$ cat src/rtl/conf_int_mul__cfg_prec_pipe_pkg.sv
// Shared types and helpers for the configurable-precision multiplier.
// Latency: n/a (package only).
// Backpressure: n/a.
// Contents: FSM state enum, default widths, and the cut clamp helper.
package conf_int_mul_pkg;

  typedef enum logic [1:0] {
    RUN   = 2'd0,
    DRAIN = 2'd1,
    APPLY = 2'd2
  } state_e;

  localparam int DEF_A_W     = 24;
  localparam int DEF_B_W     = 13;
  localparam int DEF_OUT_W   = 32;
  localparam int DEF_OUT_LSB = 8;
  localparam int DEF_CNT_W   = 16;

  // A cut of w or more would zero the whole operand; keep at least the sign bit.
  function automatic int f_clamp_cut(input int cut, input int w);
    return (cut >= w) ? (w - 1) : cut;
  endfunction

endpackage

$ cat src/rtl/conf_int_mul__cfg_prec_pipe_if.sv
// Operand/result handshake bundle for the configurable-precision multiplier.
// Latency: n/a (wires only).
// Backpressure: valid/ready on both the operand and the result side.
// slave = multiplier view, master = operand source / result sink view.
interface conf_int_mul__cfg_prec_pipe_if #(
  parameter int A_W   = 24,
  parameter int B_W   = 13,
  parameter int OUT_W = 32
);
  logic             in_valid;
  logic             in_ready;
  logic [A_W-1:0]   A_in;
  logic [B_W-1:0]   B_in;
  logic             out_valid;
  logic             out_ready;
  logic [OUT_W-1:0] P;
  logic             out_apx;

  modport slave (
    input  in_valid, A_in, B_in, out_ready,
    output in_ready, out_valid, P, out_apx
  );

  modport master (
    output in_valid, A_in, B_in, out_ready,
    input  in_ready, out_valid, P, out_apx
  );
endinterface

$ cat src/rtl/conf_int_mul__mask_scale.sv
// Operand LSB masking plus signed multiply, arithmetic scale and optional clamp.
// Latency: 0 (combinational, sits between S1 and S2).
// Backpressure: none; the caller's pipeline registers handle stalls.
// Ports: a/b operands, apx + cut_a/cut_b masking control, p scaled product,
// sat (only with CONF_INT_MUL_CFG_PREC_SAT_EN) flags a clamped result.
module conf_int_mul__mask_scale
  import conf_int_mul_pkg::*;
#(
  parameter int A_W     = DEF_A_W,
  parameter int B_W     = DEF_B_W,
  parameter int OUT_W   = DEF_OUT_W,
  parameter int OUT_LSB = DEF_OUT_LSB,
  localparam int CA_W   = $clog2(A_W),
  localparam int CB_W   = $clog2(B_W)
) (
  input  logic [A_W-1:0]   a,
  input  logic [B_W-1:0]   b,
  input  logic             apx,
  input  logic [CA_W-1:0]  cut_a,
  input  logic [CB_W-1:0]  cut_b,
  output logic [OUT_W-1:0] p
`ifdef CONF_INT_MUL_CFG_PREC_SAT_EN
  ,
  output logic             sat
`endif
);
  localparam int PW = A_W + B_W;
  // Working width is wide enough to hold the full product and any sign extension to OUT_W.
  localparam int EW = (PW > OUT_W) ? PW : OUT_W;
  localparam logic [A_W-1:0] ONES_A = '1;
  localparam logic [B_W-1:0] ONES_B = '1;

  logic signed [A_W-1:0] a_m;
  logic signed [B_W-1:0] b_m;
  logic signed [EW-1:0]  prod;

  always_comb begin
    a_m  = apx ? (a & (ONES_A << cut_a)) : a;
    b_m  = apx ? (b & (ONES_B << cut_b)) : b;
    prod = EW'(a_m) * EW'(b_m);
  end

`ifdef CONF_INT_MUL_CFG_PREC_SAT_EN
  logic signed [EW-1:0] sh;
  logic                 ovf;
  always_comb begin
    sh  = prod >>> OUT_LSB;
    // Fits in OUT_W signed only if every bit above the result sign matches it.
    ovf = (|sh[EW-1:OUT_W-1]) & ~(&sh[EW-1:OUT_W-1]);
    p   = ovf ? (sh[EW-1] ? {1'b1, {(OUT_W-1){1'b0}}} : {1'b0, {(OUT_W-1){1'b1}}})
              : sh[OUT_W-1:0];
    sat = ovf;
  end
`else
  assign p = OUT_W'(prod >>> OUT_LSB);
`endif

endmodule

$ cat src/rtl/conf_int_mul__cfg_prec_pipe.sv
// Two-stage signed fixed-point multiplier with runtime accurate/approximate precision.
// Latency: 2 cycles accept-to-out_valid, 1 result per cycle.
// Backpressure: out_ready low stalls S2 then S1; in_ready drops when both are full.
// Ports: clk/racc (async active-high reset), bus (operand/result handshake),
// cfg_req/cfg_acc/cfg_cut_a/cfg_cut_b/cfg_ack reconfiguration, state_out FSM state,
// cnt_clr/apx_cnt approximate-result counter, sat_flag (CONF_INT_MUL_CFG_PREC_SAT_EN only).
module conf_int_mul__cfg_prec_pipe
  import conf_int_mul_pkg::*;
#(
  parameter int A_W     = DEF_A_W,
  parameter int B_W     = DEF_B_W,
  parameter int OUT_W   = DEF_OUT_W,
  parameter int OUT_LSB = DEF_OUT_LSB,
  parameter int CNT_W   = DEF_CNT_W,
  localparam int CA_W   = $clog2(A_W),
  localparam int CB_W   = $clog2(B_W)
) (
  input  logic                clk,
  input  logic                racc,
  conf_int_mul__cfg_prec_pipe_if.slave bus,
  input  logic                cfg_req,
  input  logic                cfg_acc,
  input  logic [CA_W-1:0]     cfg_cut_a,
  input  logic [CB_W-1:0]     cfg_cut_b,
  output logic                cfg_ack,
  output logic [1:0]          state_out,
  input  logic                cnt_clr,
  output logic [CNT_W-1:0]    apx_cnt
`ifdef CONF_INT_MUL_CFG_PREC_SAT_EN
  ,
  output logic                sat_flag
`endif
);
  state_e state, state_nx;

  logic            mode_acc;
  logic [CA_W-1:0] cut_a_r;
  logic [CB_W-1:0] cut_b_r;

  logic             s1_v, s1_apx;
  logic [A_W-1:0]   s1_a;
  logic [B_W-1:0]   s1_b;
  logic [CA_W-1:0]  s1_ca;
  logic [CB_W-1:0]  s1_cb;
  logic             s2_v, s2_apx;
  logic [OUT_W-1:0] s2_p;
  logic [OUT_W-1:0] ms_p;

  logic s2_load, s1_load, accept, out_hs;

  assign s2_load      = ~s2_v | bus.out_ready;
  assign s1_load      = ~s1_v | s2_load;
  // A pending cfg_req blocks new operands so the drain can complete.
  assign bus.in_ready = s1_load & (state == RUN) & ~cfg_req;
  assign accept       = bus.in_valid & bus.in_ready;
  assign out_hs       = s2_v & bus.out_ready;

  assign bus.out_valid = s2_v;
  assign bus.P         = s2_p;
  assign bus.out_apx   = s2_apx;
  assign state_out     = state;

  // S1 keeps raw operands plus the mode/cut snapshot taken at accept; masking is
  // applied in the S1->S2 combinational stage.
  always_ff @(posedge clk or posedge racc) begin
    if (racc) begin
      s1_v   <= 1'b0;
      s1_apx <= 1'b0;
      s1_a   <= '0;
      s1_b   <= '0;
      s1_ca  <= '0;
      s1_cb  <= '0;
    end else if (s1_load) begin
      s1_v <= accept;
      if (accept) begin
        s1_apx <= ~mode_acc;
        s1_a   <= bus.A_in;
        s1_b   <= bus.B_in;
        s1_ca  <= cut_a_r;
        s1_cb  <= cut_b_r;
      end
    end
  end

`ifdef CONF_INT_MUL_CFG_PREC_SAT_EN
  logic ms_sat;
`endif

  conf_int_mul__mask_scale #(
    .A_W    (A_W),
    .B_W    (B_W),
    .OUT_W  (OUT_W),
    .OUT_LSB(OUT_LSB)
  ) u_mask_scale (
    .a    (s1_a),
    .b    (s1_b),
    .apx  (s1_apx),
    .cut_a(s1_ca),
    .cut_b(s1_cb),
    .p    (ms_p)
`ifdef CONF_INT_MUL_CFG_PREC_SAT_EN
    ,
    .sat  (ms_sat)
`endif
  );

  // Output data only moves when a new result enters, so P/out_apx hold through stalls.
  always_ff @(posedge clk or posedge racc) begin
    if (racc) begin
      s2_v     <= 1'b0;
      s2_apx   <= 1'b0;
      s2_p     <= '0;
`ifdef CONF_INT_MUL_CFG_PREC_SAT_EN
      sat_flag <= 1'b0;
`endif
    end else if (s2_load) begin
      s2_v <= s1_v;
      if (s1_v) begin
        s2_apx   <= s1_apx;
        s2_p     <= ms_p;
`ifdef CONF_INT_MUL_CFG_PREC_SAT_EN
        sat_flag <= ms_sat;
`endif
      end
    end
  end

  always_ff @(posedge clk or posedge racc) begin
    if (racc) state <= RUN;
    else      state <= state_nx;
  end

  always_comb begin
    state_nx = state;
    cfg_ack  = 1'b0;
    case (state)
      RUN:     if (cfg_req) state_nx = DRAIN;
      DRAIN:   if (~s1_v & ~s2_v) state_nx = APPLY;
      APPLY: begin
        cfg_ack  = 1'b1;
        state_nx = RUN;
      end
      default: state_nx = RUN;
    endcase
  end

  always_ff @(posedge clk or posedge racc) begin
    if (racc) begin
      mode_acc <= 1'b1;
      cut_a_r  <= '0;
      cut_b_r  <= '0;
    end else if (state == APPLY) begin
      mode_acc <= cfg_acc;
      cut_a_r  <= CA_W'(f_clamp_cut(int'(cfg_cut_a), A_W));
      cut_b_r  <= CB_W'(f_clamp_cut(int'(cfg_cut_b), B_W));
    end
  end

  // Saturating profile counter; clear wins over a same-cycle increment.
  always_ff @(posedge clk or posedge racc) begin
    if (racc)                             apx_cnt <= '0;
    else if (cnt_clr)                     apx_cnt <= '0;
    else if (out_hs & s2_apx & ~&apx_cnt) apx_cnt <= apx_cnt + CNT_W'(1);
  end

endmodule

$ cat src/flat_wrapper.sv
// flat-port wrapper written by rule: the top's interface ports become plain ports
module conf_int_mul__cfg_prec_pipe_flat import conf_int_mul_pkg::*;
#(
  parameter int A_W     = DEF_A_W,
  parameter int B_W     = DEF_B_W,
  parameter int OUT_W   = DEF_OUT_W,
  parameter int OUT_LSB = DEF_OUT_LSB,
  parameter int CNT_W   = DEF_CNT_W,
  localparam int CA_W   = $clog2(A_W),
  localparam int CB_W   = $clog2(B_W)
)
  (clk, racc, cfg_req, cfg_acc, cfg_cut_a, cfg_cut_b, cfg_ack, state_out, cnt_clr, apx_cnt, bus_in_valid, bus_A_in, bus_B_in, bus_out_ready, bus_in_ready, bus_out_valid, bus_P, bus_out_apx);
  conf_int_mul__cfg_prec_pipe_if #(.A_W(A_W), .B_W(B_W), .OUT_W(OUT_W)) bus_i ();
  input  logic clk;
  input  logic racc;
  input  logic cfg_req;
  input  logic cfg_acc;
  input  logic [CA_W-1:0] cfg_cut_a;
  input  logic [CB_W-1:0] cfg_cut_b;
  output logic cfg_ack;
  output logic [1:0] state_out;
  input  logic cnt_clr;
  output logic [CNT_W-1:0] apx_cnt;
  input wire logic [$bits(bus_i.in_valid)-1:0] bus_in_valid;
  input wire logic [$bits(bus_i.A_in)-1:0] bus_A_in;
  input wire logic [$bits(bus_i.B_in)-1:0] bus_B_in;
  input wire logic [$bits(bus_i.out_ready)-1:0] bus_out_ready;
  output wire logic [$bits(bus_i.in_ready)-1:0] bus_in_ready;
  output wire logic [$bits(bus_i.out_valid)-1:0] bus_out_valid;
  output wire logic [$bits(bus_i.P)-1:0] bus_P;
  output wire logic [$bits(bus_i.out_apx)-1:0] bus_out_apx;
  assign bus_i.in_valid = bus_in_valid;
  assign bus_i.A_in = bus_A_in;
  assign bus_i.B_in = bus_B_in;
  assign bus_i.out_ready = bus_out_ready;
  assign bus_in_ready = bus_i.in_ready;
  assign bus_out_valid = bus_i.out_valid;
  assign bus_P = bus_i.P;
  assign bus_out_apx = bus_i.out_apx;
  conf_int_mul__cfg_prec_pipe #(.A_W(A_W), .B_W(B_W), .OUT_W(OUT_W), .OUT_LSB(OUT_LSB), .CNT_W(CNT_W)) u_core (.clk(clk), .racc(racc), .bus(bus_i), .cfg_req(cfg_req), .cfg_acc(cfg_acc), .cfg_cut_a(cfg_cut_a), .cfg_cut_b(cfg_cut_b), .cfg_ack(cfg_ack), .state_out(state_out), .cnt_clr(cnt_clr), .apx_cnt(apx_cnt));
endmodule
$ cat config.mk
export PLATFORM = sky130hd
export DESIGN_NAME = conf_int_mul__cfg_prec_pipe_flat
export DESIGN_NICKNAME = d
export VERILOG_FILES = /design/src/rtl/conf_int_mul__cfg_prec_pipe_pkg.sv /design/src/rtl/conf_int_mul__cfg_prec_pipe_if.sv /design/src/rtl/conf_int_mul__mask_scale.sv /design/src/rtl/conf_int_mul__cfg_prec_pipe.sv /design/src/flat_wrapper.sv
export SDC_FILE = /design/constraint.sdc
export NUM_CORES = 1
export LEC_CHECK = 0
export ABC_AREA = 1
export BUFFER_PORTS_ARGS = -buffer_cell sky130_fd_sc_hd__buf_4
export CAP_MARGIN = 20
export CORE_MARGIN = 1
export CORE_UTILIZATION = 45
export CTS_CLUSTER_SIZE = 25
export DETAILED_ROUTE_END_ITERATION = 12
export GPL_ROUTABILITY_DRIVEN = 0
export HOLD_SLACK_MARGIN = 0.02
export PLACE_DENSITY_LB_ADDON = 0.2
export SLEW_MARGIN = 20
export SYNTH_ARGS = -nofsm -noshare
export SYNTH_HDL_FRONTEND = slang
export SYNTH_SLANG_ARGS = --single-unit
$ cat constraint.sdc
create_clock -name clk -period 13.8 [get_ports clk]
set_input_delay 2.76 -clock clk [delete_from_list [all_inputs] [get_ports clk]]
set_output_delay 2.76 -clock clk [all_outputs]
set_load 0.02 [all_outputs]
==> impl_summary.log <==
INFO  metric setup.worst_path.start_class = register
INFO  metric detailed_place_hpwl = 36.6 mm
INFO  metric worst_path_max_delay_cell = sky130_fd_sc_hd__o21ai_0
INFO  metric asyncSetResetFlopFracSynth = 100%
INFO  metric fp.dieArea = 35300 um2
INFO  metric grt_pass1_vias = 13100
INFO  metric sequential_cell_area = 2680 um2
INFO  metric synth.distinct_cells = 45
INFO  metric cts.clk_slew.worst_paths = 80 ps
INFO  metric synth_enable_flop_cells = 0
INFO  metric crit_type = reg -> reg
INFO  metric crit_path_end_kind = register
INFO  metric cpMostUsedCell = sky130_fd_sc_hd__fa_1
INFO  metric final_worst_path_setup_slack = 6200 ps
INFO  metric worst_slew_margin_rel = 27.8%
INFO  metric final_hold_vios = 0
INFO  metric cts-buffers-inserted = 9
INFO  metric design.portCount = 107
INFO  metric route.met3.wl = 3.33 mm
INFO  metric root_buffer = sky130_fd_sc_hd__clkbuf_16
INFO  metric fillerInstances = 3247
INFO  metric cts_post_setup_buffers_inserted = 0
INFO  metric remaining_drc_errors = 0
INFO  metric largest_driver_fanout_on_the_critical_path = 20
INFO  metric synthTopCellsByArea = sky130_fd_sc_hd__fa_1 36%, sky130_fd_sc_hd__dfrtp_1 17%, sky130_fd_sc_hd__inv_1 10%
INFO  metric layout.cells.most_common_list = 421 x sky130_fd_sc_hd__inv_1, 369 x sky130_fd_sc_hd__nand2_1, 282 x sky130_fd_sc_hd__fa_1
INFO  metric worst_slew_pin_slew = 1080 ps
INFO  metric dr_wl_met2 = 20.6 mm
INFO  metric grt_antenna_before_repair = 0
INFO  metric layout_cell_share_with_drive_strength_beyond_1 = 10.8%
INFO  metric syn_area = 15600 um2
INFO  metric max_cap_viol = 0
INFO  metric flow.area_growth_from_synthesis = 10.1%
INFO  metric ys.warnings.count = 0
INFO  metric port_buffers = 106
INFO  metric die_w = 188 um
INFO  metric design.final.nets = 2383
INFO  metric place_worst_setup_slack = 6390 ps
INFO  metric cts_hold_repair.buffers = 0
INFO  metric ctsResizeCount = 0
INFO  metric layoutNonFillerInstCount = 2416
INFO  metric cp.required = 14050 ps
INFO  metric clock_sinks = 107
INFO  metric hold_class = reg -> reg
INFO  metric timing.critical_path.slowest_cell_delay = 800 ps
INFO  metric routed_length_on_met1 = 17.9 mm
INFO  metric cp.depth = 24
INFO  metric final.setup.tns = 0 ps
INFO  metric core_area = 33800 um2
INFO  metric initial_utilization = 46.0%
INFO  metric synthDominantCellAreaShare = 36.3%
INFO  metric dp_cells = 2400
INFO  metric dr_total_vias = 12700
INFO  metric yosys.area.top_type = sky130_fd_sc_hd__fa_1
INFO  metric grt_max_degree = 73
INFO  metric post_drt_via_cell_ratio = 5.26
INFO  metric worstPathBufferInverterCount = 5
INFO  metric synth-main-ff-cell = sky130_fd_sc_hd__dfrtp_1
INFO  metric final_max_slew_viol_count = 0
INFO  metric mappedNetlistNets = 2300
INFO  metric unrepaired_setup_endpoints_after_global_routing = no
INFO  metric synth_seq_area_share = 17.2%
INFO  metric wl_per_cell = 18.1 um
INFO  metric result_of_the_run = completed
INFO  metric crit_chain = nand2_1 > o21ai_0 > inv_1 > nand2_1 > fa_1 > fa_1 > inv_1 > fa_1 > fa_1 > fa_1 > inv_1 > fa_1 > inv_1 > ha_1 > inv_1 > o21ai_0 > a21oi_1 > o21ai_0 > a31oi_1 > nand2_2 > nand2_1 > nand3_1 > nand3_1 > nand2_1
INFO  metric syn_inst = 1880
INFO  metric total_global_routing_overflow = 0
INFO  metric post-route-min-period = 7600 ps
INFO  metric layout_worst_path_cycle_share = 55.1%
INFO  metric ant_nets = 0
INFO  metric dieHeight = 188 um
INFO  metric clk_path_buf_depth = 2
INFO  metric ys_seq_elements = 107
INFO  metric mostFrequentLayoutCell = sky130_fd_sc_hd__inv_1
INFO  metric multiInputGateArea = 11100 um2
INFO  metric rows = 67
INFO  metric firstDrtPassIters = 8
INFO  metric postSynthAreaPerCell = 8.27 um2
INFO  metric first_drt_iteration_drcs = 973
INFO  metric max_freq = 131 MHz
INFO  metric cts_tree = yes
INFO  metric critical_path_arrival = 7860 ps
INFO  metric report.final.setup_viol = 0
INFO  metric topRoutingLayerUsed = met4
INFO  metric crit_family = adder cells
INFO  metric grt_pass1_wl = 71.0 mm
INFO  metric clock_latency = 360 ps
INFO  metric skew = 14.6 ps
INFO  metric h_tree_level_count = 3
INFO  metric reg2regPathDepth = 24
INFO  metric number_of_diodes = 0
INFO  metric routed_wire_length = 43.8 mm
INFO  metric timing.hold.worst_path_depth = 2
INFO  metric global_route_usage_over_all_layers = 26.0%
-- cell type report --
cell class                      count  share of cell area (%)
Tap cell                          448                    3.27
Clock inverter                      6                   0.365
Sequential cell                   107                    15.7
Inverter                          428                    9.40
Multi-Input combinational cell   1295                    64.6
Clock buffer                       10                    1.34
Timing Repair Buffer              122                    5.35
-- layer usage --
metal / vias to the layer above / track usage (%)
met4: 0 / 10.9
met2: 553 / 41.6
met3: 89 / 3.82
li1: 5781 / -
met1: 6297 / 35.2
met5: - / 0
-- per-stage QoR --
stage,hold slack (ps),util (%),instance area (um2)
after detailed placement,467,49.8,16800
after floorplan,446,-,15600
after global routing,516,50.7,17100
after global placement,465,49.8,16800
after CTS,481,50.7,17100
final,478,50.7,17100
-- sequential cells by signal, indices dropped and copies added (netlist names), 2 cells and up --
signal	cells
u_core.bus.P	29
u_core.s1_a	24
u_core.apx_cnt	16
u_core.s1_b	13
u_core.cut_a_r	5
u_core.s1_ca	5
u_core.cut_b_r	4
u_core.s1_cb	4
u_core.state_out	2
-- synthesized netlist by cell type, types with 5 or more instances --
cell and instances:
sky130_fd_sc_hd__a31oi_1 24, sky130_fd_sc_hd__xor2_1 10, sky130_fd_sc_hd__nor3_1 12, sky130_fd_sc_hd__ha_1 85, sky130_fd_sc_hd__o21ai_0 72, sky130_fd_sc_hd__fa_1 282
sky130_fd_sc_hd__clkinv_1 5, sky130_fd_sc_hd__nor2_1 230, sky130_fd_sc_hd__mux2_2 23, sky130_fd_sc_hd__clkbuf_1 40, sky130_fd_sc_hd__dfrtp_1 106, sky130_fd_sc_hd__xnor2_1 9
sky130_fd_sc_hd__nand2_2 27, sky130_fd_sc_hd__a21oi_1 56, sky130_fd_sc_hd__buf_2 5, sky130_fd_sc_hd__nand3_1 46, sky130_fd_sc_hd__inv_1 422, sky130_fd_sc_hd__nand3_2 6
sky130_fd_sc_hd__nand2_1 370
-- worst register-to-register path: stages, from the launching register on --
cell and delay [ps]:
sky130_fd_sc_hd__dfrtp_1 650, sky130_fd_sc_hd__nand2_1 290, sky130_fd_sc_hd__o21ai_0 800, sky130_fd_sc_hd__inv_1 660, sky130_fd_sc_hd__nand2_1 230, sky130_fd_sc_hd__fa_1 470, sky130_fd_sc_hd__fa_1 550, sky130_fd_sc_hd__inv_1 50
sky130_fd_sc_hd__fa_1 500, sky130_fd_sc_hd__fa_1 450, sky130_fd_sc_hd__fa_1 500, sky130_fd_sc_hd__inv_1 90, sky130_fd_sc_hd__fa_1 520, sky130_fd_sc_hd__inv_1 50, sky130_fd_sc_hd__ha_1 310, sky130_fd_sc_hd__inv_1 90
sky130_fd_sc_hd__o21ai_0 110, sky130_fd_sc_hd__a21oi_1 320, sky130_fd_sc_hd__o21ai_0 170, sky130_fd_sc_hd__a31oi_1 270, sky130_fd_sc_hd__nand2_2 100, sky130_fd_sc_hd__nand2_1 80, sky130_fd_sc_hd__nand3_1 70, sky130_fd_sc_hd__nand3_1 100
sky130_fd_sc_hd__nand2_1 60
-- cells by family (layout without fill, tap and decap cells) --
family                     count (synthesis)  in the layout  share of synthesized area, %
muxes                                     23             23                          1.67
adders and majority gates                367            367                          43.1
xor gates and xnor gates                  19             19                          1.07
buffers and inverters                    478            566                          11.7
and+or+nand+nor                          715            715                          19.1
DFF                                      107            107                          17.2
AOI/OAI and AO/OA                        171            171                          6.11
-- path summary, 6_finish.rpt --
path	startpoint	to	slack [ps]
min in group asynchronous	racc	u_core.apx_cnt[13]	2480
min reg2reg	u_core.mode_acc	u_core.mode_acc	480
max reg2reg	u_core.s1_apx	u_core.bus.P[27]	6200
min	u_core.mode_acc	u_core.mode_acc	480
max	u_core.s1_apx	u_core.bus.P[27]	6200
max in group asynchronous	racc	u_core.s1_b[3]	10170
Power is not shown: default switching activity piles up to over one toggle a cycle in this logic, so the estimate is an artifact.
